$ cat config.mk
export PLATFORM = sky130hd
export DESIGN_NAME = jpeg_ff_stuffer
export DESIGN_NICKNAME = d
export VERILOG_FILES = /design/src/rtl/jpeg_stuff_pkg.sv /design/src/rtl/jpeg_ff_stuffer_fifo.sv /design/src/rtl/jpeg_ff_stuffer.sv
export SDC_FILE = /design/constraint.sdc
export NUM_CORES = 1
export LEC_CHECK = 0
export ABC_AREA = 1
export CAP_MARGIN = 5
export CELL_PAD_IN_SITES_DETAIL_PLACEMENT = 1
export CELL_PAD_IN_SITES_GLOBAL_PLACEMENT = 2
export CORE_MARGIN = 4
export CORE_UTILIZATION = 40
export CTS_BUF_LIST = sky130_fd_sc_hd__clkbuf_2
export DETAILED_ROUTE_END_ITERATION = 8
export PLACE_DENSITY_LB_ADDON = 0.05
export RECOVER_POWER = 100
export SLEW_MARGIN = 0
export SYNTH_ARGS = -nofsm -noshare
export SYNTH_HDL_FRONTEND = slang
export SYNTH_SLANG_ARGS = --single-unit
export TNS_END_PERCENT = 1
$ cat constraint.sdc
create_clock -name clk -period 3.1 [get_ports clk]
set_clock_uncertainty 0.2 [all_clocks]
set_input_delay 0.465 -clock clk [delete_from_list [all_inputs] [get_ports clk]]
set_output_delay 0.465 -clock clk [all_outputs]
set_load 0.01 [all_outputs]
$ cat src/rtl/jpeg_stuff_pkg.sv
// Shared types and helpers for the JPEG 0xFF byte stuffer: FSM states,
// FIFO entry layout and the end-of-image padding rules.
package jpeg_stuff_pkg;

  localparam logic [7:0] FF_BYTE    = 8'hFF;
  localparam logic [7:0] STUFF_BYTE = 8'h00;

  typedef enum logic [2:0] {IDLE, LOAD, EMIT, STUFF, FLUSH} stuff_state_t;

  typedef struct packed {
    logic [31:0] word;
    logic [2:0]  nbytes;
    logic        last;
  } fifo_entry_t;

  // orc valid bits sit at the top of the word; everything below them becomes 1
  function automatic logic [31:0] pad_word(input logic [31:0] word, input logic [4:0] orc);
    return word | (32'hFFFF_FFFF >> orc);
  endfunction

  function automatic logic [2:0] pad_nbytes(input logic [4:0] orc);
    logic [5:0] t;
    t = {1'b0, orc} + 6'd7;
    return t[5:3];
  endfunction

endpackage

$ cat src/rtl/jpeg_ff_stuffer_fifo.sv
// Synchronous FIFO of stuffer entries; head is visible combinationally on rd_data.
module stuff_fifo
  import jpeg_stuff_pkg::*;
#(
  parameter int DEPTH = 16,
  parameter int AW    = $clog2(DEPTH)
) (
  input  logic        clk,
  input  logic        rst,
  input  logic        wr_en,
  input  fifo_entry_t wr_data,
  input  logic        rd_en,
  output fifo_entry_t rd_data,
  output logic        full,
  output logic        empty
);

  logic [AW:0] wr_ptr, rd_ptr;
  fifo_entry_t mem [DEPTH];

  assign empty   = (wr_ptr == rd_ptr);
  assign full    = (wr_ptr[AW] != rd_ptr[AW]) && (wr_ptr[AW-1:0] == rd_ptr[AW-1:0]);
  assign rd_data = mem[rd_ptr[AW-1:0]];

  always_ff @(posedge clk or negedge rst) begin
    if (!rst) begin
      wr_ptr <= '0;
      rd_ptr <= '0;
    end else begin
      if (wr_en && !full) wr_ptr <= wr_ptr + (AW+1)'(1);
      if (rd_en && !empty) rd_ptr <= rd_ptr + (AW+1)'(1);
    end
  end

  always_ff @(posedge clk) begin
    if (wr_en && !full) mem[wr_ptr[AW-1:0]] <= wr_data;
  end

endmodule

$ cat src/rtl/jpeg_ff_stuffer.sv
// JPEG entropy-segment stuffer: queues encoder words, inserts 0x00 after each
// 0xFF byte, pads the final partial word and repacks into 32-bit ready/valid words.
module jpeg_ff_stuffer
  import jpeg_stuff_pkg::*;
#(
  parameter int FIFO_DEPTH = 16
) (
  input  logic        clk,
  input  logic        rst,
  input  logic [31:0] data_in,
  input  logic        data_valid,
  input  logic        eoi,
  input  logic [4:0]  orc_in,
  output logic [31:0] out_data,
  output logic [2:0]  out_bytes,
  output logic        out_valid,
  input  logic        out_ready,
  output logic        out_last,
  output logic        overflow,
  output logic        busy
);

  localparam int FIFO_AW = $clog2(FIFO_DEPTH);

  logic         eoi_pend;
  logic [31:0]  pend_data;
  logic [4:0]   pend_orc;
  logic         wr_en, rd_en, fifo_full, fifo_empty;
  fifo_entry_t  wr_entry, head;

  stuff_state_t state, nstate, entry_next;
  logic [31:0]  sh;
  logic [1:0]   idx;
  logic [2:0]   nb;
  logic         lst;
  logic [31:0]  pk_data, pk_merge;
  logic [2:0]   pk_cnt;
  logic         out_free, pk_full, stall, last_byte, is_ff;
  logic         push, take, adv, flush_go;
  logic [7:0]   push_byte;

  // ---------------- FIFO write side ----------------
  always_comb begin
    wr_en    = 1'b0;
    wr_entry = '0;
    if (data_valid) begin
      wr_en    = 1'b1;
      wr_entry = '{word: data_in, nbytes: 3'd4, last: 1'b0};
    end else if (eoi_pend) begin
      wr_en    = 1'b1;
      wr_entry = '{word: pad_word(pend_data, pend_orc), nbytes: pad_nbytes(pend_orc), last: 1'b1};
    end else if (eoi) begin
      wr_en    = 1'b1;
      wr_entry = '{word: pad_word(data_in, orc_in), nbytes: pad_nbytes(orc_in), last: 1'b1};
    end
  end

  // An eoi colliding with a word is parked until the first cycle without data_valid
  always_ff @(posedge clk or negedge rst) begin
    if (!rst) begin
      eoi_pend  <= 1'b0;
      pend_data <= '0;
      pend_orc  <= '0;
      overflow  <= 1'b0;
    end else begin
      if (data_valid && eoi && !eoi_pend) begin
        eoi_pend  <= 1'b1;
        pend_data <= data_in;
        pend_orc  <= orc_in;
      end else if (!data_valid && eoi_pend) begin
        eoi_pend  <= 1'b0;
      end
      if (wr_en && fifo_full) overflow <= 1'b1;
    end
  end

  stuff_fifo #(.DEPTH(FIFO_DEPTH), .AW(FIFO_AW)) u_fifo (
    .clk     (clk),
    .rst     (rst),
    .wr_en   (wr_en),
    .wr_data (wr_entry),
    .rd_en   (rd_en),
    .rd_data (head),
    .full    (fifo_full),
    .empty   (fifo_empty)
  );

  // ---------------- engine FSM ----------------
  assign out_free   = !out_valid || out_ready;
  assign pk_full    = (pk_cnt == 3'd4);
  assign stall      = pk_full && !out_free;
  assign last_byte  = ({1'b0, idx} == (nb - 3'd1));
  assign is_ff      = (state == EMIT) && (sh[31:24] == FF_BYTE);
  assign entry_next = (head.nbytes == 3'd0) ? (head.last ? FLUSH : IDLE) : EMIT;
  assign rd_en      = take;

  always_ff @(posedge clk or negedge rst) begin
    if (!rst) state <= IDLE;
    else      state <= nstate;
  end

  always_comb begin
    nstate = state;
    case (state)
      IDLE:  if (!fifo_empty) nstate = LOAD;
      LOAD:  nstate = entry_next;
      EMIT, STUFF:
        if (!stall) begin
          if (is_ff)           nstate = STUFF;
          else if (!last_byte) nstate = EMIT;
          else if (lst)        nstate = FLUSH;
          else if (take)       nstate = entry_next;
          else                 nstate = IDLE;
        end
      FLUSH: if (flush_go) nstate = IDLE;
      default: nstate = IDLE;
    endcase
  end

  // Finishing a non-final entry pops the next one directly, keeping 1 byte/cycle
  always_comb begin
    push      = 1'b0;
    push_byte = STUFF_BYTE;
    take      = 1'b0;
    adv       = 1'b0;
    flush_go  = 1'b0;
    case (state)
      LOAD: take = 1'b1;
      EMIT, STUFF:
        if (!stall) begin
          push = 1'b1;
          if (state == EMIT) push_byte = sh[31:24];
          if (!is_ff) begin
            if (!last_byte)                adv  = 1'b1;
            else if (!lst && !fifo_empty)  take = 1'b1;
          end
        end
      FLUSH: flush_go = !pk_full && out_free;
      default: ;
    endcase
  end

  always_ff @(posedge clk or negedge rst) begin
    if (!rst) begin
      sh  <= '0;
      idx <= '0;
      nb  <= '0;
      lst <= 1'b0;
    end else if (take) begin
      sh  <= head.word;
      idx <= '0;
      nb  <= head.nbytes;
      lst <= head.last;
    end else if (adv) begin
      sh  <= {sh[23:0], 8'h00};
      idx <= idx + 2'd1;
    end
  end

  // ---------------- packer and output register ----------------
  assign pk_merge = pk_data | ({push_byte, 24'h0} >> {pk_cnt, 3'b000});

  always_ff @(posedge clk or negedge rst) begin
    if (!rst) begin
      pk_data   <= '0;
      pk_cnt    <= '0;
      out_data  <= '0;
      out_bytes <= '0;
      out_valid <= 1'b0;
      out_last  <= 1'b0;
    end else if (flush_go) begin
      out_data  <= pk_data;
      out_bytes <= pk_cnt;
      out_last  <= 1'b1;
      out_valid <= 1'b1;
      pk_data   <= '0;
      pk_cnt    <= '0;
    end else if (pk_full && out_free) begin
      out_data  <= pk_data;
      out_bytes <= 3'd4;
      out_last  <= 1'b0;
      out_valid <= 1'b1;
      pk_data   <= push ? {push_byte, 24'h0} : '0;
      pk_cnt    <= push ? 3'd1 : 3'd0;
    end else if (push && pk_cnt == 3'd3 && out_free) begin
      // the fourth byte goes straight into the output register
      out_data  <= pk_merge;
      out_bytes <= 3'd4;
      out_last  <= 1'b0;
      out_valid <= 1'b1;
      pk_data   <= '0;
      pk_cnt    <= '0;
    end else begin
      if (push) begin
        pk_data <= pk_merge;
        pk_cnt  <= pk_cnt + 3'd1;
      end
      if (out_valid && out_ready) begin
        out_valid <= 1'b0;
        out_last  <= 1'b0;
      end
    end
  end

  assign busy = !fifo_empty || (state != IDLE) || out_valid;

endmodule

==> impl_summary.md, run 1 <==
Detailed routing
The wire length per cell is around 24 µm. Dividing the detail-routed via count by the number of cells gives 5.448. For this block, the routed nets add up to around 99,000 µm of wire. Before antenna repair, the detailed router went through 5 iterations. The violation count after the first detailed-routing iteration is ~1.7k.

The post-route antenna net violation count is 0. The number of DRC violations after detailed routing is 0. The via count is approximately 22k.

Synth
In this run the biggest area consumer among cell types represents a little under three fifths of the synthesized area. In this run, synthesis inferred between 500 and 600 flip-flops with an integrated enable. Each instance of the synthesized netlist takes up on average about 12 µm². The library cell with the highest instance count after synthesis is edfxtp_1. The most area-hungry cell type in the Yosys netlist is edfxtp_1. The post-synth net total is 2,616. The fraction of registers with async set/reset is 21.85%. The number of synthesis warnings is 0. The number of different library cells used by synthesis comes to 52. Among all flip-flop cells after synthesis, the most frequent one is edfxtp_1.

Yosys attributes the largest share of cell area to edfxtp_1 57%, dfrtp_1 13%, nand2_1 4.9%. The commonest cells after synthesis are 576 x edfxtp_1, 395 x nand2_1, 355 x nor2_1. The share of the Yosys chip area taken by registers is 70.44%. After technology mapping, the gate count stands at approximately 2.6k. The mapped netlist covers around 30,000 µm². The flip-flop and latch count after synthesis is 737.

Clocking
The library cell used as clock root buffer is clkbuf_2. Clock tree synthesis inserted a total of ~190 buffers. Clock tree synthesis found a total of around 740 sinks. The clock slew seen by the registers of the worst setup and hold paths is about 0.11 ns. The H-tree was split into 4 levels. The CTS tree is built. The maximum number of buffers from clock root to sink is 3.

The later pin in the worst-skew pair is clocked with a latency of about 1.4 ns.

Final layout
The number of nets in the layout is 2,989. With fillers left out, the area of the finished cells amounts to 35,540 µm². Fill cells in the final layout number around 8.1k. The post-synthesis to final-layout area growth is 17.40%.

The post-route netlist has 16.34% of its cells at a drive strength greater than 1. The multi-input combinational cells in the finished layout cover a total of approximately 7800 µm². Summing all flip-flop and latch instances after layout gives ~21,000 µm².

GRT
The global-route congestion overflow total is 0. Entering global routing, the biggest net connects 120 pins. Global routing used between 20% and 30% of the available tracks. The global-route wire length before repair is 148,300 µm.

The number of global-route vias before repair is between 20k and 25k. The initial antenna violation count is 7.

Die
The die is around 280 µm wide. The floorplan row count is 100. The die outline area is 80,150 µm². The floorplan step defined a core boundary enclosing 74,700 µm².

For this configuration, the core starts out at a cell density of a little over 40%. The count of boundary I/O pins is 81. The die is 283.1 µm tall.

Setup path
The worst register-to-register path ends at u_fifo.mem[10][13]$_DFFE_PP_. The critical register-to-register path startpoint is eoi_pend$_DFFE_PN0P_. The endpoint arrival time on the critical path is between 2 and 3 ns. STA classifies the critical path endpoint as an output pin. By startpoint and endpoint, the worst setup path is classified as reg -> out. The data required time at the worst endpoint is 2.43 ns. Across all register-to-register paths, the minimum setup slack is -0.12 ns. The nature of the critical path startpoint is a flop.

The cell count of the worst reg-to-reg path is 7. The biggest fanout along the worst timing path is 3.

Outcome
The run finished, with violations left. The checks that failed: max-capacitance violations, max-slew violations, negative setup slack.

Timing
The number of slew-limit violations in the final report was 65. The final cycle utilization of the critical path is 110.2%. The final worst slack is -0.3169 ns. Subtracting the final worst setup slack from the clock period gives between 3 and 4 ns. The peak clock frequency supported by timing is slightly below 300 MHz.

Setup repair after global routing could not meet its margin everywhere. For the pin with the worst max-slew slack, the measured transition is approximately 1.8 ns. The final count of negative-setup-slack endpoints is 69. The hold violation count in the final report is 0. The total negative slack is -2.909 ns. The worst max-slew margin expressed relative to the limit is -19.01%.

Hold path
Counting instances, the worst hold path has a depth of 5. The path with the worst hold slack has its endpoint at out_last$_DFFE_PN0P_. In this run the most critical hold path is launched from out_ready.

In this run the worst hold path is classified as in -> reg.

Place
The HPWL after detailed placement is between 50,000 and 60,000 µm. After detailed placement, the total cell area comes to about 33,000 µm². At the placement stage, the worst setup path has a slack of 0.08476 ns. Routability-driven placement finished with a final weighted congestion of about 0.86. The total of buffers placed on input and output ports is 80.

Run
Max-cap violations in this run came to 1.

Pwr
The power per cell area is approximately 960 nW/µm². The worst vdd rail ir drop is about 600 µV. The total leakage power is 13.74 nW.
-- per-layer routing --
layer / wire length, µm / up-vias / part of all wire, % / GRT usage, %
li1: - / 10070 / - / -
met1: 42790 / 11340 / 43 / 32.27
met2: 47770 / 592 / 48 / 40.45
met3: 5939 / 150 / 6.0 / 6.045
met4: 2105 / 0 / 2.1 / 6.995
met5: 0 / - / 0 / 0
-- registers in the layout, indices dropped and copies added (netlist names), 3 cells and up --
name and flops:
sh 32, pend_data 31, out_bytes 3, pk_cnt 3, u_fifo.rd_ptr 5, u_fifo.wr_ptr 5
out_data 32, pk_data 32, pend_orc 5, u_fifo.mem 576, state 3, nb 3
-- layout make-up --
cell class	instances	area share [%]
well taps	969	3.411
multi-input cells	1539	21.90
clock inverters	45	0.7182
repair buffers	332	8.213
inverters	134	1.450
clock buffers	298	4.196
flip-flops and latches	737	60.03
diodes	11	0.07745
-- worst max-delay path, cell delays in order (launching register included) --
cell and delay, ns:
dfrtp_4 0.55, inv_8 0.08, nand2_4 0.04, a21oi_4 0.18
nand3_4 0.17, nor2_4 0.13, nand2_1 0.05, buf_2 0.14
-- power by group --
group	internal, mW	leakage, nW	switching [mW]
combinational	3.92	5.11	9.59
sequential	12.9	7.26	0.769
clock	2.72	1.36	4.10
total	19.6	13.7	14.5
-- kinds of logic after synthesis --
kind of cell	synth area share, %
AOI/OAI and AO/OA	11.89
xor gates and xnor gates	0.3761
muxes	0.8183
adders and majority gates	0.3720
and+or+nand+nor	12.00
buffers and inverters	4.104
DFF	70.44
-- stage by stage --
step	cells	total power [mW]	util, %	hold WS, ns
2_1_floorplan	2565	21.55	-	-0.03059
3_3_place_gp	3605	27.54	44.66	0.2662
3_5_place_dp	3605	27.84	44.66	0.2734
4_1_cts	4054	34.89	48.43	0.001616
5_1_grt	4064	36.41	47.58	0.01662
6_report	4065	34.03	47.58	0.1831
-- worst max-delay path by stage --
stage                                  from                           end  slack [ns]  depth (start not counted)
2_1_floorplan  u_fifo.rd_ptr[1]$_DFFE_PN0P_   u_fifo.mem[11][0]$_DFFE_PP_       -0.25                         10
3_3_place_gp                     data_valid  u_fifo.mem[11][13]$_DFFE_PP_        0.12                          8
3_5_place_dp                     data_valid  u_fifo.mem[15][13]$_DFFE_PP_        0.08                          8
4_1_cts        u_fifo.rd_ptr[0]$_DFFE_PN0P_                          busy       -0.48                          7
5_1_grt        u_fifo.rd_ptr[0]$_DFFE_PN0P_                          busy       -0.59                          7
6_report       u_fifo.rd_ptr[0]$_DFFE_PN0P_                          busy       -0.32                          7
-- layout by cell type, fill, tap and decap left out, types with 5 or more instances in the layout --
cell type,synthesis,layout
a211oi_1,20,19
a21o_1,24,24
a21oi_1,73,73
a22oi_1,11,11
a32o_1,13,13
buf_12,0,11
buf_4,13,66
buf_6,4,5
clkbuf_1,68,18
clkbuf_2,0,325
clkbuf_4,0,22
clkdlybuf4s50_1,0,38
clkinv_1,1,32
dfrtp_1,161,158
diode_2,0,11
dlygate4sd2_1,0,37
dlygate4sd3_1,0,102
edfxtp_1,576,576
ha_1,9,9
inv_1,121,124
inv_2,11,8
mux2_2,22,22
nand2_1,395,396
nand3_1,87,86
nand4_1,18,18
nor2_1,355,351
nor2_4,3,6
nor3_1,35,33
o211ai_1,18,18
o21ai_0,247,250
o21ai_1,41,39
o221ai_1,45,44
o22ai_1,67,67
o311ai_0,6,5
xor2_1,11,11
-- timing repair --
action                                  in CTS  in global routing
pin swaps                                    3                  1
setup buffers                                5                  0
endpoints found under the setup margin      38                  4
gates resized for setup                     52                  4
hold endpoints to repair                   764                  0
hold buffers                               101                  0
(Power assumes the default switching activity.)
==> run 2: changes to the inputs <==
CORE_MARGIN = 2   (was 4)
CORE_UTILIZATION = 39   (was 40)
SKIP_CTS_REPAIR_TIMING = 1   (was unset)
SYNTH_HIERARCHICAL = 1   (was unset)
==> run 2 against run 1 <==
Net effect: the flow still finishes with violations (max-capacitance violations, max-slew violations, negative setup slack); clock power grew 5.7%; global-route usage shrank 0.16 points; final area rose by 3.5%; critical path type unchanged; largest power group unchanged; worst setup slack got worse by 0.15 ns; largest cell class unchanged; non-clock buffer count fell by 59.
==> impl_summary.md, run 2 <==
Outcome
The flow ran to the end, but the final reports show violations. The final reports fail on max-capacitance violations, max-slew violations, negative setup slack.

Synth
The post-synth net total is approximately 3.0k. For this run, asynchronously set or reset flops after synthesis account for 21.85%. After synthesis the netlist holds a flip-flop and latch count of ~740. By count the netlist is led by 673 x nand2_1, 576 x edfxtp_1, 516 x nor2_1.

The share of synthesized area in the top cell type comes to between 50% and 60%. After synthesis the cells add up to roughly 31,000 µm². By area the synthesized netlist is led by edfxtp_1 55%, dfrtp_1 13%, nand2_1 8.1%. The most area-hungry cell type in the Yosys netlist is edfxtp_1.

The number of synthesized flops with an enable pin is around 580. The library cell with the highest instance count after synthesis is nand2_1. Yosys printed 6 warnings.

The sequential element share of the synthesized area is about two thirds. The predominant post-synthesis flop cell is edfxtp_1. The synthesized netlist contains 46 unique library cells. The post-synthesis area per instance is 10.69 µm². The number of instances in the synthesized netlist is between 2k and 3k.

Die
In this run the standard cell core region covers between 70,000 and 80,000 µm². The count of boundary I/O pins is 81. For this configuration, the core starts out at a cell density of 39.43%. The floorplan row count is ~100. The die outline height is 286.9 µm. The floorplan step defined a die boundary enclosing 82,290 µm².

In this run the horizontal extent of the chip is 286.9 µm.

Timing
The hold violation count in the final report came to 0. The final critical-path required period is about 3.6 ns. The number of slew-limit violations in the final report is 63. Setup repair after global routing could not meet its margin everywhere.

The worst hold slack across all endpoints is between 0.09 and 0.1 ns. The final worst slack is -0.4678 ns. Measured against its own limit, the worst slew margin works out to -28.86%. Setup violations remaining at the end of the flow were counted as approximately 270.

At the pin with the least slew margin, the transition time is 1.933 ns. Derived from the worst setup path, the maximum achievable clock frequency is approximately 280 MHz. The final cycle utilization of the critical path is 115.1%.

Run
The count of maximum capacitance violations is 1.

Detailed routing
The overall routed net length is about 99,000 µm. The final route contains about 23k vias. After the first detailed-routing iteration, the DRC count stood at around 1.5k. The first TritonRoute pass finished after 5 iterations.

The post-route antenna net violation count is 0. After detailed routing, the average wire length per cell comes to about 22 µm. For this run, design rule violations remaining after detail routing come to 0.

After detailed routing, the number of vias per cell comes to a little over 5.

Final layout
After the last flow step, the layout net total stands at around 3.3k. In the final layout, the share of cells above drive strength 1 is 16.34%. The area occupied by registers is ~21,000 µm². The most common cell after layout, fill and taps aside is nand2_1. The combined area of the multi-input logic cells is 8701 µm². The register with the most flip-flops in the layout has around 580 of them. Leaving out fill and tap cells, the most frequent cells in the layout are 668 x nand2_1, 576 x edfxtp_1, 511 x nor2_1. Summing all non-filler instances in the final layout gives an area of about 37,000 µm².

The post-synthesis to final-layout area growth is 17.84%. The filler cell count in the final layout is ~8.8k.

Pwr
In this run the power density over the cells is around 920 nW/µm². For this design the static power due to leakage is between 15 and 20 nW. The worst vdd rail ir drop is 396.0 µV.

Setup path
The data required time at the worst endpoint is 2.43 ns. The largest delay contributor family on the critical path is simple AND/OR/NAND/NOR gates. The classification of the worst setup path is reg -> out.

The combined buffer and inverter count along the critical path is 3. The biggest cell delay along the critical path is about 0.56 ns. In this run the register-to-register setup slack is -0.09 ns. The kind of end point of the critical path is an output pin. STA puts the critical path data arrival time at 2.90 ns. The cell count of the worst reg-to-reg path is 10. Traced cell by cell, the critical path runs through nand2_2, nand2_2, nor2_4, nand3_2, inv_2, inv_2, nor4_4, nand2_1, buf_2. STA classifies the critical path startpoint as a flop. In this run the number of cells on the critical path is 9.

The cell with the largest stage delay on the worst path is dfrtp_4. The biggest fanout along the worst timing path is 5.

Clocking
The number of buffers created by CTS is about 200. The maximum number of buffers from clock root to sink is 3. CTS saw 737 sinks. The cell sitting at the root of the clock tree is a clkbuf_2. TritonCTS built the clock tree.

The deepest level of the CTS H-tree is 4. After clock tree synthesis, the clock-pin slew on the worst setup and hold paths is roughly 0.1 ns. The later pin in the worst-skew pair is clocked with a latency of approximately 1.4 ns.

Hold path
Counting instances, the worst hold path has a depth of 4. The min-delay analysis places its worst path in the category in -> reg.

Place
Port buffering added 80 buffers. The global placer's final weighted congestion is between 0.8 and 0.9. The placement-stage cell area is between 30,000 and 40,000 µm². Summed over all nets, the half-perimeter wirelength after detailed placement is around 60,000 µm.

GRT
For this run, the total global-route usage over all layers was measured as roughly 24%. The initial antenna violation count was 9. The global-route congestion overflow total is 0. The global-route wire length before repair is approximately 150,000 µm. Entering global routing, the biggest net connects 106 pins. The number of global-route vias before repair is 24.32k.
-- run 2: cell count changes in the layout (fill, tap and decap cells not counted), moves of 24 or more --
cell / delta
o21ai_1: +54
buf_4: +24
nand3_1: +45
dlygate4sd3_1: -41
nor2_1: +160
o221ai_1: -36
o22ai_1: -65
dlymetal6s2s_1: +32
a21oi_1: -39
dlygate4sd2_1: -37
nand2_1: +272
o21ai_0: -37
-- run 2: worst paths after layout --
check | start | endpoint
max in group asynchronous | rst | pk_data[27]$_DFFE_PN0P_
hold reg to reg | overflow$_DFFE_PN0P_ | overflow$_DFFE_PN0P_
setup / recovery | u_fifo/rd_ptr[0]$_DFFE_PN0P_ | busy
hold / removal | orc_in[4] | pend_orc[4]$_DFFE_PN0P_
setup reg to reg | u_fifo/rd_ptr[0]$_DFFE_PN0P_ | u_fifo/mem[14][26]$_DFFE_PP_
min in group asynchronous | rst | sh[21]$_DFFE_PN0P_
-- run 2: tightest hold or removal path: stages --
cell and delay (ns):
dlygate4sd3_1 0.53, clkdlybuf4s50_1 0.44, inv_1 0.10, o21ai_0 0.10
-- run 2: cells by family after synthesis --
group           after synthesis  synth area share [%]
simple gates               1384                 17.69
xor+xnor                      6                0.1684
flops                       737                 68.34
fa+ha+maj                     9                0.3609
mux                          24                0.8661
compound gates              450                 8.136
buf+inv                     308                 4.435
-- run 2: per-stage QoR --
step | instances | total power [mW] | setup TNS [ns] | util, % | setup slack (ns)
3_5_place_dp | 4018 | 26.84 | -0.8840 | 43.08 | -0.05587
5_1_grt | 4457 | 36.27 | -65.62 | 46.46 | -0.7404
6_report | 4459 | 33.82 | -12.75 | 46.47 | -0.4678
2_1_floorplan | 2918 | 21.56 | -37.80 | - | -0.2715
4_1_cts | 4380 | 34.15 | -4.340 | 45.49 | -1.275
3_3_place_gp | 4018 | 26.47 | 0 | 43.08 | 0.01076
-- run 2: layer usage --
layer | vias to the layer above | GRT usage [%] | share of wire (%)
met5 | - | 0 | 0.011
met4 | 2 | 7.917 | 2.4
met3 | 167 | 4.230 | 4.0
met2 | 479 | 41.72 | 49
li1 | 10700 | - | -
met1 | 11570 | 31.23 | 44
-- run 2: final cells by class --
| class | count | area share [%] |
|---|---|---|
| Sequential cell | 737 | 58.03 |
| Clock inverter | 56 | 1.017 |
| Antenna cell | 7 | 0.04764 |
| Timing Repair inverter | 1 | 0.02382 |
| Inverter | 156 | 1.633 |
| Timing Repair Buffer | 273 | 7.853 |
| Multi-Input combinational cell | 1873 | 23.66 |
| Clock buffer | 306 | 4.165 |
| Tap cell | 1050 | 3.573 |
-- run 2: where the power goes --
| part | leakage (nW) | switching [mW] | internal, mW |
|---|---|---|---|
| sequential | 7.24 | 0.804 | 12.9 |
| clock | 1.45 | 4.19 | 3.01 |
| combinational | 6.34 | 8.82 | 4.12 |
